**src/rtl/fetch_unit.sv**
```systemverilog
// Instruction-fetch front end: owns the fetch PC, issues single-outstanding
// word requests to instruction memory and buffers returned instructions.
module fetch_unit #(
    parameter logic [31:0] RESET_PC  = 32'h0000_0000,
    parameter int unsigned BUF_DEPTH = 2,
    parameter logic [31:0] NOP_INSTR = 32'h0000_0013
) (
    input  logic        clk,
    input  logic        reset,
    input  logic        StallF,
    input  logic [1:0]  PCSrcE,
    input  logic [31:0] TargetE,
    output logic        imem_req,
    output logic [31:0] imem_addr,
    input  logic        imem_gnt,
    input  logic        imem_rvalid,
    input  logic [31:0] imem_rdata,
    output logic [31:0] InstrF,
    output logic [31:0] PCF,
    output logic [31:0] PCPlus4F,
    output logic        InstrValidF,
    output logic        branched_flag_F
);

    localparam int unsigned PTR_W = (BUF_DEPTH > 1) ? $clog2(BUF_DEPTH) : 1;
    localparam int unsigned CNT_W = PTR_W + 1;

    localparam logic [1:0] ST_ISSUE = 2'd0;
    localparam logic [1:0] ST_WAIT  = 2'd1;
    localparam logic [1:0] ST_DRAIN = 2'd2;
    localparam logic [1:0] ST_HOLD  = 2'd3;

    logic [1:0]       state, state_d;
    logic [31:0]      fpc, fpc_d;
    logic             stale, stale_d;
    logic [31:0]      stale_addr, stale_addr_d;
    logic [31:0]      wait_addr, wait_addr_d;
    logic             redir_pending, redir_pending_d;
    logic [PTR_W-1:0] head, tail;
    logic [CNT_W-1:0] count, count_d;

    logic [31:0] buf_pc    [BUF_DEPTH];
    logic [31:0] buf_instr [BUF_DEPTH];
    logic        buf_redir [BUF_DEPTH];

    logic        redirect_c;
    logic [31:0] target_c;
    logic        head_valid_c;
    logic        pop_c;
    logic        push_c;
    logic        flush_c;
    logic [31:0] aligned_fpc_c;
    logic        unused_bits;

    assign unused_bits   = TargetE[0];
    assign redirect_c    = (PCSrcE == 2'b01) || (PCSrcE == 2'b10);
    assign target_c      = (PCSrcE == 2'b01) ? {TargetE[31:2], 2'b00}
                                             : {TargetE[31:1], 1'b0};
    assign head_valid_c  = (count != '0);
    assign pop_c         = head_valid_c && !StallF;
    assign push_c        = (state == ST_WAIT) && imem_rvalid && !redirect_c;
    assign flush_c       = redirect_c;
    assign aligned_fpc_c = {fpc[31:2], 2'b00};

    // A request caught by a redirect before its grant keeps its old address.
    assign imem_req  = (state == ST_ISSUE);
    assign imem_addr = stale ? stale_addr : aligned_fpc_c;

    // Buffer occupancy after this edge's push/pop (or flush).
    always_comb begin
        count_d = count;
        if (flush_c) begin
            count_d = '0;
        end else begin
            count_d = count + CNT_W'(push_c) - CNT_W'(pop_c);
        end
    end

    // Next-state logic: normal handshake first, redirect overrides after.
    always_comb begin
        state_d         = state;
        fpc_d           = fpc;
        stale_d         = stale;
        stale_addr_d    = stale_addr;
        wait_addr_d     = wait_addr;
        redir_pending_d = redir_pending;

        case (state)
            ST_ISSUE: begin
                if (imem_gnt) begin
                    stale_d = 1'b0;
                    if (stale) begin
                        state_d = ST_DRAIN;
                    end else begin
                        state_d     = ST_WAIT;
                        fpc_d       = fpc + 32'd4;
                        wait_addr_d = imem_addr;
                    end
                end
            end
            ST_WAIT: begin
                if (imem_rvalid) begin
                    redir_pending_d = 1'b0;
                    state_d = (count_d < CNT_W'(BUF_DEPTH)) ? ST_ISSUE : ST_HOLD;
                end
            end
            ST_DRAIN: begin
                if (imem_rvalid) begin
                    state_d = ST_ISSUE;
                end
            end
            ST_HOLD: begin
                if (pop_c) begin
                    state_d = ST_ISSUE;
                end
            end
            default: state_d = ST_ISSUE;
        endcase

        if (redirect_c) begin
            fpc_d           = target_c;
            redir_pending_d = 1'b1;
            case (state)
                ST_ISSUE: begin
                    if (imem_gnt) begin
                        state_d = ST_DRAIN;
                        stale_d = 1'b0;
                    end else begin
                        state_d = ST_ISSUE;
                        if (!stale) begin
                            stale_d      = 1'b1;
                            stale_addr_d = imem_addr;
                        end
                    end
                end
                // A response arriving with the redirect is consumed and dropped here.
                ST_WAIT:  state_d = imem_rvalid ? ST_ISSUE : ST_DRAIN;
                ST_DRAIN: state_d = imem_rvalid ? ST_ISSUE : ST_DRAIN;
                ST_HOLD:  state_d = ST_ISSUE;
                default:  state_d = ST_ISSUE;
            endcase
        end
    end

    // Control state registers.
    always_ff @(posedge clk or negedge reset) begin
        if (!reset) begin
            state         <= ST_ISSUE;
            fpc           <= RESET_PC;
            stale         <= 1'b0;
            stale_addr    <= 32'd0;
            wait_addr     <= 32'd0;
            redir_pending <= 1'b0;
            count         <= '0;
            head          <= '0;
            tail          <= '0;
        end else begin
            state         <= state_d;
            fpc           <= fpc_d;
            stale         <= stale_d;
            stale_addr    <= stale_addr_d;
            wait_addr     <= wait_addr_d;
            redir_pending <= redir_pending_d;
            count         <= count_d;
            if (flush_c) begin
                head <= '0;
                tail <= '0;
            end else begin
                if (push_c) tail <= tail + PTR_W'(1);
                if (pop_c)  head <= head + PTR_W'(1);
            end
        end
    end

    // Buffer payload storage; validity is tracked by count alone.
    always_ff @(posedge clk) begin
        if (push_c) begin
            buf_pc[tail]    <= wait_addr;
            buf_instr[tail] <= imem_rdata;
            buf_redir[tail] <= redir_pending;
        end
    end

    assign InstrValidF     = head_valid_c;
    assign InstrF          = head_valid_c ? buf_instr[head] : NOP_INSTR;
    assign PCF             = head_valid_c ? buf_pc[head] : 32'd0;
    assign PCPlus4F        = PCF + 32'd4;
    assign branched_flag_F = head_valid_c && buf_redir[head];

endmodule

```
**config.mk**
```make
export PLATFORM = sky130hd
export DESIGN_NAME = fetch_unit
export DESIGN_NICKNAME = d
export VERILOG_FILES = /design/src/rtl/fetch_unit.sv
export SDC_FILE = /design/constraint.sdc
export NUM_CORES = 1
export LEC_CHECK = 0
export ABC_AREA = 1
export CAP_MARGIN = 15
export CORE_MARGIN = 3
export CORE_UTILIZATION = 34
export CTS_BUF_LIST = sky130_fd_sc_hd__clkbuf_4 sky130_fd_sc_hd__clkbuf_8
export DETAILED_ROUTE_END_ITERATION = 7
export PLACE_DENSITY_LB_ADDON = 0.15
export SKIP_CTS_REPAIR_TIMING = 1
export SKIP_LAST_GASP = 1
export SLEW_MARGIN = 20
export SYNTH_ARGS = -nofsm -noshare
export SYNTH_HDL_FRONTEND = slang
export SYNTH_SLANG_ARGS = --single-unit
```
**constraint.sdc**
```tcl
create_clock -name clk -period 5.5 [get_ports clk]
set_input_delay 1.65 -clock clk [delete_from_list [all_inputs] [get_ports clk]]
set_output_delay 1.65 -clock clk [all_outputs]
set_load 0.005 [all_outputs]
```
==> metrics.txt <==
outcome=completed; Reg area=~6500 um2; setup TNS=0 ns; Post-DP Area=13,500 um2; global placer's final weighted congestion=0.872; CTS max path bufs=3; Worst Setup End Kind=output port; multiplexer share of the synthesized area=0; area of the multi-input gates=3990 um2; Initial Utilization=0.349; number of synthesized flops with an enable pin=130; CTS tree=done; design area=14,400 um2; Slew HR=0.286; HPWL Detailed=~21,000 um; WS Path Type=reg -> out; Routed Antenna Nets=0; # IOs=202; simple-gate share of the synthesized area=0.244; final-report hold violation count=0; post-synthesis cell type count=33; fin util=0.453; Syn Nets=1,348; Final Max Tran Viols=0; Final setup viols=0; Clock Sink Count=between 200 and 250; Post-Synthesis Cells=between 1,000 and 1,500; die width=187 um; most frequent cells in the layout=446 x nand2_1, 198 x clkdlybuf4s50_1, 130 x edfxtp_1; pre-CTS setup slack=roughly 0.83 ns; most common cell after layout, fill and taps aside=nand2_1; H-tree lvl count=2; Max IR drop VDD=between 0.2 and 0.25 mV; Clock Pin Slew Worst Setup and Hold Paths=~0.06 ns; grt ovf=0; cts bufs inserted=41; WL per Instance=between 15 and 20 um; RSZ-0062 raised after global routing=false; Power Dens Cells=between 400 and 500 nW/um2; Comb pwr share=0.311; Cell Rows=65; Worst Skew=between 0.02 and 0.03 ns; initial antenna violation count=0; Int Pwr=between 4 and 5 mW; #FFs+latches synth=approximately 230; fmax=approximately 190 MHz; die height=between 150 and 200 um; largest net degree at the start of global routing=67; critical path startpoint category=flip-flop; vias in the first global route=roughly 8,600; Leak=6.00 nW; Clk network pwr share=0.275; Hold Path Class=reg -> reg; clk root buf=clkbuf_8; syn_area_per_cell=between 8 and 9 um2; first-pass GRT wire length=roughly 47,000 um; worst skew pair latency=between 0.5 and 0.6 ns; DRT Pass-1 Iters=4; sequential group share of total power=0.414; Max-Cap Viols=0; largest family of logic cells by synthesized area=simple AND/OR/NAND/NOR gates; vias after detailed routing=8,921; PortBufs=a little under 200; Final min period=just over 5 ns; post-synthesis xor/xnor area fraction=0.0204; die area=between 30,000 and 40,000 um2; all-layer global routing usage=0.167; fillers=approximately 3,200; Final period util=0.933; initial DRC count=~550; layout cells sized above 1=0.0825; DR DRC count=0; antenna cell count=0; setup slack after layout=around 0.37 ns; sequential fraction of the synthesis area=0.580; core area=roughly 32,000 um2; DR vias/cell=~4.6; compound-cell area share of the yosys netlist=0.0828; Post-Syn Area=between 10,000 and 15,000 um2; Synth Area in Adders=0.0101; Worst Path Arrival=3.48 ns; Sw Ratio=0.329; Nets=roughly 1,600; synth warn=0; ys async rst share=0.440; Top FF cell, synth=edfxtp_1; Layout area overhead=29.7%; area leader, netlist=edfxtp_1; sw power=1.98 mW; Required @ worst endpoint=about 3.9 ns; Worst Max-Slew Pin Slew=around 1.1 ns; synth top area cells=edfxtp_1 35%, dfrtp_1 23%, nand2_1 15%; WL final=just under 30,000 um; crit-path max FO=29; Synth top area share=0.351
## layout make-up
class                   count  share of cell area
flip-flops and latches    232               0.447
repair buffers            212               0.147
multi-input cells         865               0.276
clock buffers              68              0.0583
well taps                 435              0.0377
clock inverters             8             0.00321
inverters                 118              0.0307
## layer usage
layer,up-vias,global-route usage,wire length [um]
li1,4542,-,-
met1,4112,0.241,14600
met5,-,0,0
met2,224,0.262,13000
met4,0,0.0425,526
met3,43,0.0307,1460
## worst paths after layout
check                           cells after the start       endpoint  slack (ns)           from
worst max register to register                      5        fpc[24]        2.83      flip-flop
worst max-delay path                               10   PCPlus4F[14]        0.37           head
min in group asynchronous                           1        fpc[24]        1.18          reset
worst min-delay path                                0  buf_pc[1][11]        0.47  wait_addr[11]
max in group asynchronous                           2  wait_addr[18]        3.41          reset
worst min register to register                      0  buf_pc[1][11]        0.47  wait_addr[11]
## sequential cells by signal, summed over array words and instances (netlist names), named ones only
register       flops
redir_pending      1
stale_addr        32
buf_pc            64
count              2
tail               1
buf_instr         64
wait_addr         32
state              2
head               1
buf_redir          2
fpc               30
## critical path: stages (launching register included)
cell and delay [ns]:
dfrtp_2 0.63, inv_2 0.50, nand2_1 0.13, a21oi_1 0.25
ha_1 0.23, inv_1 0.11, nor2_4 0.17, nand2_2 0.14
nor2_4 0.13, xor2_1 0.15, clkdlybuf4s50_1 0.52
## synth_stat cells, types with 3 or more instances
cell and instances:
a21oi_1 42, buf_2 16, buf_4 5, buf_6 3, clkbuf_1 27, dfrtp_1 102
edfxtp_1 130, ha_1 9, inv_1 116, nand2_1 446, nand2_2 8, nand3_1 75
nand3_2 5, nand4_1 8, nor2_1 87, nor2_2 8, nor2_4 4, nor3_1 9
o211ai_1 5, o21ai_0 111, o21bai_1 7, o221ai_1 5, xor2_1 25
## cells by family after synthesis
family,after synthesis
flip-flops,232
XOR/XNOR,26
AND/OR/NAND/NOR,657
adder cells (fa/ha/maj),9
AO/OA/AOI/OAI,173
buffers and inverters,171
## power by group through the flow
stage	Combinational, mW	Sequential [mW]	Clock (mW)
final	1.87	2.49	1.65
after global routing	2.11	2.54	1.80
after CTS	1.90	2.49	1.72
after detailed placement	1.89	2.52	0
after global placement	1.88	2.50	0
after floorplan	1.02	2.38	0
## per-stage QoR
step / power, mW / hold slack [ns] / cells
2_1_floorplan: 3.40 / 0.442 / 1268
3_3_place_gp: 4.38 / 0.451 / 1862
3_5_place_dp: 4.41 / 0.458 / 1862
4_1_cts: 6.11 / 0.466 / 1938
5_1_grt: 6.44 / 0.490 / 1938
6_report: 6.01 / 0.468 / 1938
No activity file was read; power rests on OpenSTA's default activity.
